$ cat config.mk
export PLATFORM = sky130hd
export DESIGN_NAME = image_cache_write_arbiter
export DESIGN_NICKNAME = d
export VERILOG_FILES = /design/src/rtl/pkg_imageCache.sv /design/src/rtl/structs.sv /design/src/rtl/image_cache_write_arbiter.sv
export SDC_FILE = /design/constraint.sdc
export NUM_CORES = 1
export LEC_CHECK = 0
export CAP_MARGIN = 20
export CELL_PAD_IN_SITES_DETAIL_PLACEMENT = 0
export CELL_PAD_IN_SITES_GLOBAL_PLACEMENT = 1
export CORE_MARGIN = 5
export CORE_UTILIZATION = 29
export CTS_BUF_LIST = sky130_fd_sc_hd__clkbuf_16
export DETAILED_ROUTE_END_ITERATION = 16
export PLACE_DENSITY_LB_ADDON = 0.12
export SYNTH_ARGS = -nofsm -noshare
export SYNTH_HDL_FRONTEND = slang
export SYNTH_SLANG_ARGS = --single-unit
$ cat constraint.sdc
create_clock -name clk -period 2.13 [get_ports clk]
set_clock_uncertainty 0.1 [all_clocks]
set_input_delay 0.426 -clock clk [delete_from_list [all_inputs] [get_ports clk]]
set_output_delay 0.426 -clock clk [all_outputs]
set_load 0.05 [all_outputs]
$ cat src/rtl/pkg_imageCache.sv
// Image cache geometry shared by every block that addresses the cache.
package pkg_imageCache;

    parameter int unsigned COL_WIDTH = 10;
    parameter int unsigned ROW_WIDTH = 9;

endpackage

$ cat src/rtl/structs.sv
// Port bundles used between image-cache clients and the cache itself.
package structs;

    typedef struct packed {
        logic                                 we;
        logic [31:0]                          wdata;
        logic [pkg_imageCache::COL_WIDTH-1:0] waddrX;
        logic [pkg_imageCache::ROW_WIDTH-1:0] waddrY;
    } struct_imageCache_Write;

endpackage

$ cat src/rtl/image_cache_write_arbiter.sv
// Two-requester burst arbiter for the image cache write port.
// A burst (one image row) owns the port until its last word is accepted or
// the owner stalls for STALL_TIMEOUT cycles; ties alternate via last owner.
module image_cache_write_arbiter #(
    parameter int unsigned STALL_TIMEOUT = 64
) (
    input  logic                                       clk,
    input  logic                                       resetn,
    input  logic [1:0]                                 rq_valid,
    output logic [1:0]                                 rq_ready,
    input  logic [1:0][31:0]                           rq_data,
    input  logic [1:0][pkg_imageCache::COL_WIDTH-1:0]  rq_x,
    input  logic [1:0][pkg_imageCache::ROW_WIDTH-1:0]  rq_y,
    input  logic [1:0]                                 rq_last,
    output structs::struct_imageCache_Write            icw,
    output logic [1:0]                                 grant,
    output logic [1:0]                                 timeout_err
);

    localparam int unsigned CNT_W = 10;
    localparam logic [CNT_W-1:0] STALL_LAST = CNT_W'(STALL_TIMEOUT - 1);

    typedef enum logic [1:0] {
        IDLE,
        OWN_A,
        OWN_B
    } state_t;

    state_t                          state_q, state_d;
    logic                            last_owner_q, last_owner_d;   // 1 = B
    logic [CNT_W-1:0]                stall_q, stall_d;
    logic [1:0]                      terr_q, terr_d;
    structs::struct_imageCache_Write icw_q, icw_d;

    logic own;
    logic accept;

    // Pick the next owner from the valid pattern; a tie goes to whoever
    // did not own the port last.
    function automatic state_t arbitrate(input logic [1:0] vld, input logic lo_b);
        state_t s;
        s = IDLE;
        if (vld == 2'b01) begin
            s = OWN_A;
        end else if (vld == 2'b10) begin
            s = OWN_B;
        end else if (vld == 2'b11) begin
            s = lo_b ? OWN_A : OWN_B;
        end
        return s;
    endfunction

    // Ownership decode, handshake, next-state and write-port capture.
    always_comb begin
        grant        = '0;
        state_d      = state_q;
        last_owner_d = last_owner_q;
        stall_d      = stall_q;
        terr_d       = terr_q;

        case (state_q)
            OWN_A:   grant = 2'b01;
            OWN_B:   grant = 2'b10;
            default: grant = 2'b00;
        endcase

        rq_ready = grant & rq_valid;
        accept   = |rq_ready;
        own      = (state_q == OWN_B);

        icw_d    = icw_q;
        icw_d.we = accept;
        if (accept) begin
            icw_d.wdata  = rq_data[own];
            icw_d.waddrX = rq_x[own];
            icw_d.waddrY = rq_y[own];
        end

        case (state_q)
            IDLE: begin
                stall_d = '0;
                state_d = arbitrate(rq_valid, last_owner_q);
            end
            default: begin
                // While owned, "not accepted" can only mean the owner is not valid.
                if (accept) begin
                    stall_d = '0;
                    if (rq_last[own]) begin
                        last_owner_d = own;
                        state_d      = arbitrate(rq_valid, own);
                    end
                end else if (stall_q == STALL_LAST) begin
                    terr_d[own]  = 1'b1;
                    last_owner_d = own;
                    stall_d      = '0;
                    state_d      = IDLE;
                end else begin
                    stall_d = stall_q + 1'b1;
                end
            end
        endcase
    end

    // State, counter, sticky flags and registered write port.
    always_ff @(posedge clk or negedge resetn) begin
        if (!resetn) begin
            state_q      <= IDLE;
            last_owner_q <= 1'b1;
            stall_q      <= '0;
            terr_q       <= '0;
            icw_q        <= '0;
        end else begin
            state_q      <= state_d;
            last_owner_q <= last_owner_d;
            stall_q      <= stall_d;
            terr_q       <= terr_d;
            icw_q        <= icw_d;
        end
    end

    assign icw         = icw_q;
    assign timeout_err = terr_q;

endmodule
# Word-level counts from Yosys, hierarchy flattened
# Index checks and enable logic that the tools add are counted.
[totals]
latchBits = 0
mem_bits_rw = 0
rom_bits = 0
memories = 0
ff_bits = 67
wordCells = 60
[op_classes]
magnitude_cmp = 2
n_mux = 29
mul = 0
bitwise = 4
n_div = 0
addsub = 1
reduce_logical = 8
eq_ne = 8
shift = 0
[op_table]
columns = ["op", "n"]
rows = [
  ["32-bit 2-to-1 mux", 2],
  ["10-bit 2-to-1 mux", 5],
  ["2-bit 2-to-1 mux", 12],
  ["9-bit 2-to-1 mux", 2],
  ["10-bit by 1-bit adder with 10-bit output, second input constant", 1],
  ["10-bit by 6-bit equality test with 1-bit output, second input constant", 1],
  ["2-bit equality test, second input constant", 3],
  ["1-bit 2-to-1 mux", 6],
  ["3-bit AND reduction", 2],
  ["2-bit by 1-bit equality test with 1-bit output, second input constant", 2],
  ["2-bit one-hot mux with 2 select lines", 1],
  ["3-bit by 1-bit inequality test with 1-bit output, second input constant", 1],
  ["3-bit nonzero test", 1],
  ["2-bit bitwise AND", 1],
  ["2-bit zero test", 1],
  ["1-bit by 2-bit less-than comparator with 1-bit output, second input constant", 1],
  ["2-bit by 1-bit inequality test with 1-bit output, second input constant", 1],
  ["1-bit NOT", 2],
  ["2-bit bitwise OR", 1],
  ["2-bit AND reduction", 1],
  ["2-bit nonzero test", 1],
  ["2-bit OR reduction", 1],
  ["1-bit demux with 1-bit select", 1],
  ["1-bit >= comparator, second input constant", 1],
  ["1-bit logical AND", 1],
]

# Logic depth before layout (Yosys ltp)
[logic_depth]
depth_word = 8
mapped_depth = 7
ltp_nobuf = 5

# Worst setup path before layout
# No wires, ideal clock.
[synth_path]
path_type = "reg2reg"
start = "register state_q[1]"
end = "register stall_q[4]"
setup_time_ns = 0.071
arrival_time_ns = 1.797
synth_period_minus_slack_ns = 1.968
slack_ns = 0.162
stages_incl_launch_ff = 8
path_buffers = 2
path_cell_list = "dfrtp_1 -> and3b_1 -> nor2_4 -> buf_6 -> inv_4 -> or3_1 -> buf_6 -> nor2_1"
[synth_between]
elab_chain_cells = 6
elab_cells_between_ends = 8
classes_between = "eq/ne (2); mux (3); bitwise (1); reduce/logical (2)"
[synth_lines]
columns = ["element", "line", "rtl"]
rows = [
  ["start: declaration", "image_cache_write_arbiter.sv:29", "state_t state_q, state_d;"],
  ["start signal: assignment", "image_cache_write_arbiter.sv:113", "state_q <= state_d;"],
  ["2-bit equality test / 2-bit by 1-bit equality test with 1-bit output (equally long branches)", "image_cache_write_arbiter.sv:61", "case (state_q)"],
  ["2-bit one-hot mux with 2 select lines (*)", "image_cache_write_arbiter.sv:61", ""],
  ["2-bit bitwise AND (*)", "image_cache_write_arbiter.sv:67", "rq_ready = grant & rq_valid;"],
  ["named net rq_ready[0]", "image_cache_write_arbiter.sv:10", "output logic [1:0] rq_ready,"],
  ["2-bit OR reduction (*)", "image_cache_write_arbiter.sv:68", "accept = |rq_ready;"],
  ["named net accept", "image_cache_write_arbiter.sv:36", "logic accept;"],
  ["10-bit 2-to-1 mux (*)", "image_cache_write_arbiter.sv:86", "if (accept) begin"],
  ["10-bit 2-to-1 mux (*)", "image_cache_write_arbiter.sv:79", "case (state_q)"],
  ["named net stall_d[4]", "image_cache_write_arbiter.sv:31", "logic [CNT_W-1:0] stall_q, stall_d;"],
  ["end signal: assignment", "image_cache_write_arbiter.sv:115", "stall_q <= stall_d;"],
  ["end: declaration", "image_cache_write_arbiter.sv:31", ""],
]
# Mark *: on every way through the listed nets, which the timed path passes. The rest lies on a longest branch.
# A chain may end at the register's enable or synchronous reset.

# Worst setup path after layout
[layout_path]
start = "register icw_q (netlist bit icw[13])"
end = "output icw[13] in the netlist's numbering"
[layout_lines]
columns = ["element", "line", "rtl"]
rows = [
  ["start: declaration", "image_cache_write_arbiter.sv:33", "structs::struct_imageCache_Write icw_q, icw_d;"],
  ["start signal: assignment", "image_cache_write_arbiter.sv:117", "icw_q <= icw_d;"],
  ["end: declaration", "image_cache_write_arbiter.sv:15", "output structs::struct_imageCache_Write icw,"],
]
# No word-level cell between the ends.

==> results.toml <==
[final_layout]
diodes = 0
instances_no_fill = 611
mostFrequentLayoutCell = "clkdlybuf4s50_1"
layout_common_cells = "155 x clkdlybuf4s50_1, 66 x dfrtp_1, 54 x nand2_1"
areaGrowthSynthToFinish_pct = 69.2
layout.nets = 579
layout-drive-gt1-share_pct = 8.63
fillers = 991

[cts]
clkLatencyLatePin_ns = 0.32
cts_tree = "built"
clock_sink_count = 67
clockBufferDepth = 2
root_buffer = "clkbuf_16"
cts_setup_buffers = 0
htree_levels = 3
cts_hold_buffers = 0
cts_inserted_buffers = 9
clkTransAtPathRegs_ns = 0.05
post_cts_resized = 0

[die]
dieArea_um2 = 12900
initial_core_util_pct = 30.0
placementRows = 37
fp.dieH_um = 114
die_width_um = 114
core-area_um2 = 10400
ios = 166

[critical_path]
critPathMaxFanout = 2
cp_cell_sequence = "clkdlybuf4s50_1"
critPathKind = "register to output port"
crit_family = "buffers and inverters"
crit_arrival_ns = 1.50
end_kind = "output port"
critPathMaxStageDelay_ns = 0.82
crit_buf_inv = 1
r2r_slack_ns = 0.29
r2r-end = "stall_q[9]"
reg2reg_depth = 5
reg2reg_from = "state_q[0]"
start_kind = "register"
critical_path.slowest_cell = "clkdlybuf4s50_1"
cp.required_ns = 1.60

[timing]
min_period_ns = 2.02
fin_crit_sh_pct = 94.9
finalSetupTns_ns = 0
fmax_mhz = 495
worst_slew_margin_rel_pct = 63.8
rsz0062_at_grt = "false"
setup_ws_ns = 0.109
setup_viol = 0
hold_violations = 0
worst_pin_slew_ns = 0.541
slew_viol_final = 0

[place]
portBuffers = 165
gp_routability_congestion = 0.796
hpwl_um = 6660
placed_cells = 595
post-place-ws_ns = -0.0327

[outcome]
outcome = "finished, final reports clean"

[yosys]
synth_top_area_share_pct = 52.9
postSynthAreaPerCell_um2 = 10.4
ys_seq_area_share_pct = 53.7
yosys_register_bits = 67
ys_types = 36
synth_area_um2 = 3120
synthCells = 301
yosys_warnings = 0
synth_nets = 410
synth.area.top_cells = "dfrtp_1 53%, mux2i_1 16%, o21ai_0 8.3%"
synth_top_area_cell = "dfrtp_1"

[grt]
antenna_found_initial = 0
grt_pass1_vias = 2808
grtUsageTotal_pct = 13.7
grt_pass1_wl_um = 14200
overflow = 0
grt_max_degree = 68

[pwr]
peakVddDrop_mv = 0.292
power_density_nw_per_um2 = 527
leakage_nw = 2.19

[route]
routedWlPerCell_um = 14.2
drtIter0Drc = 74
drtAntennaViolNets = 0
drc = 0
vias = 2689
drt_wl_total_um = 8660
first_pass_iters = 4
post_drt_via_cell_ratio = 4.40

[flow_run]
cap_violations = 0

[hold_path]
holdCritPathClass = "input pin to async pin"
-- cell families (layout without fill, tap and decap cells) --
kind of cell	count (synthesis)	in the layout	share of synthesized area (%)
and+or+nand+nor	85	85	12.3
DFF	67	67	53.7
AOI/OAI and AO/OA	63	63	11.0
muxes	51	51	16.3
buffers and inverters	26	200	4.05
xor gates and xnor gates	8	8	2.24
adders and majority gates	1	1	0.400
-- routing by layer --
layer / wire length [µm] / up-vias / share of wire, % / GRT usage [%]
met5: 0 / - / 0 / 0
met4: 94 / 0 / 1.1 / 4.51
met3: 807 / 9 / 9.3 / 5.41
met2: 3960 / 104 / 46 / 21.0
met1: 3800 / 1204 / 44 / 17.7
li1: - / 1372 / - / -
-- state kept, by name, indices dropped and copies added, names as in the netlist --
name          count
icw              52
stall_q          10
state_q           2
last_owner_q      1
timeout_err       2
-- worst max-delay path by stage --
stage,start,end,slack [ns],cells after the start
floorplan,state_q[1],stall_q[4],0.16,7
global placement,rq_valid[0],stall_q[3],0.007,6
detailed placement,rq_valid[0],stall_q[3],-0.03,6
CTS,icw[45],icw[45],0.09,1
global route,icw[10],icw[10],0.06,1
finish,icw[13],icw[13],0.11,1
-- per-stage QoR --
| step | power (mW) | area [µm²] | hold WS, ns | utilization (%) |
|---|---|---|---|---|
| 2_1_floorplan | 1.32 | 3120 | 0.0304 | - |
| 3_3_place_gp | 1.56 | 5030 | 0.348 | 48.3 |
| 3_5_place_dp | 1.56 | 5030 | 0.357 | 48.3 |
| 4_1_cts | 2.84 | 5290 | 0.0403 | 50.7 |
| 5_1_grt | 2.92 | 5290 | 0.0622 | 50.7 |
| 6_report | 2.79 | 5290 | 0.0176 | 50.7 |
-- area by class of cell --
cell class              instances  area, µm²  share of cell area (%)
inverters                       7       28.8                   0.545
well taps                     136        170                    3.22
multi-input cells             208       1330                    25.1
clock inverters                 7       28.8                   0.545
flip-flops and latches         67       1680                    31.7
clock buffers                   9        225                    4.26
repair buffers                177       1830                    34.6
-- where the power goes --
part           internal, mW  switching (mW)
combinational         0.191          0.0649
clock                 0.761           0.497
sequential             1.27               0
-- worst register-to-register path, stage by stage (launching register included) --
cell     delay [ns]
dfrtp_1        0.51
and3b_4        0.27
nor2_4         0.14
inv_4          0.04
or3_1          0.54
nor2_1         0.17
-- synthesized netlist by cell type (all sizes together) --
cell type and n:
a21o 1, a22oi 2, a31o 1, a31oi 1
and3 3, and3b 2, and4 1, buf 9
clkbuf 10, dfrtp 66, dfstp 1, ha 1
inv 7, mux2i 51, nand2 54, nand3 2
nand3b 1, nand4 2, nor2 15, nor2b 2
nor3 1, o211ai 3, o21a 1, o21ai 52
o221ai 1, o22ai 1, or3 1, or4 1
xnor2 3, xor2 5
(Power assumes the default switching activity.)
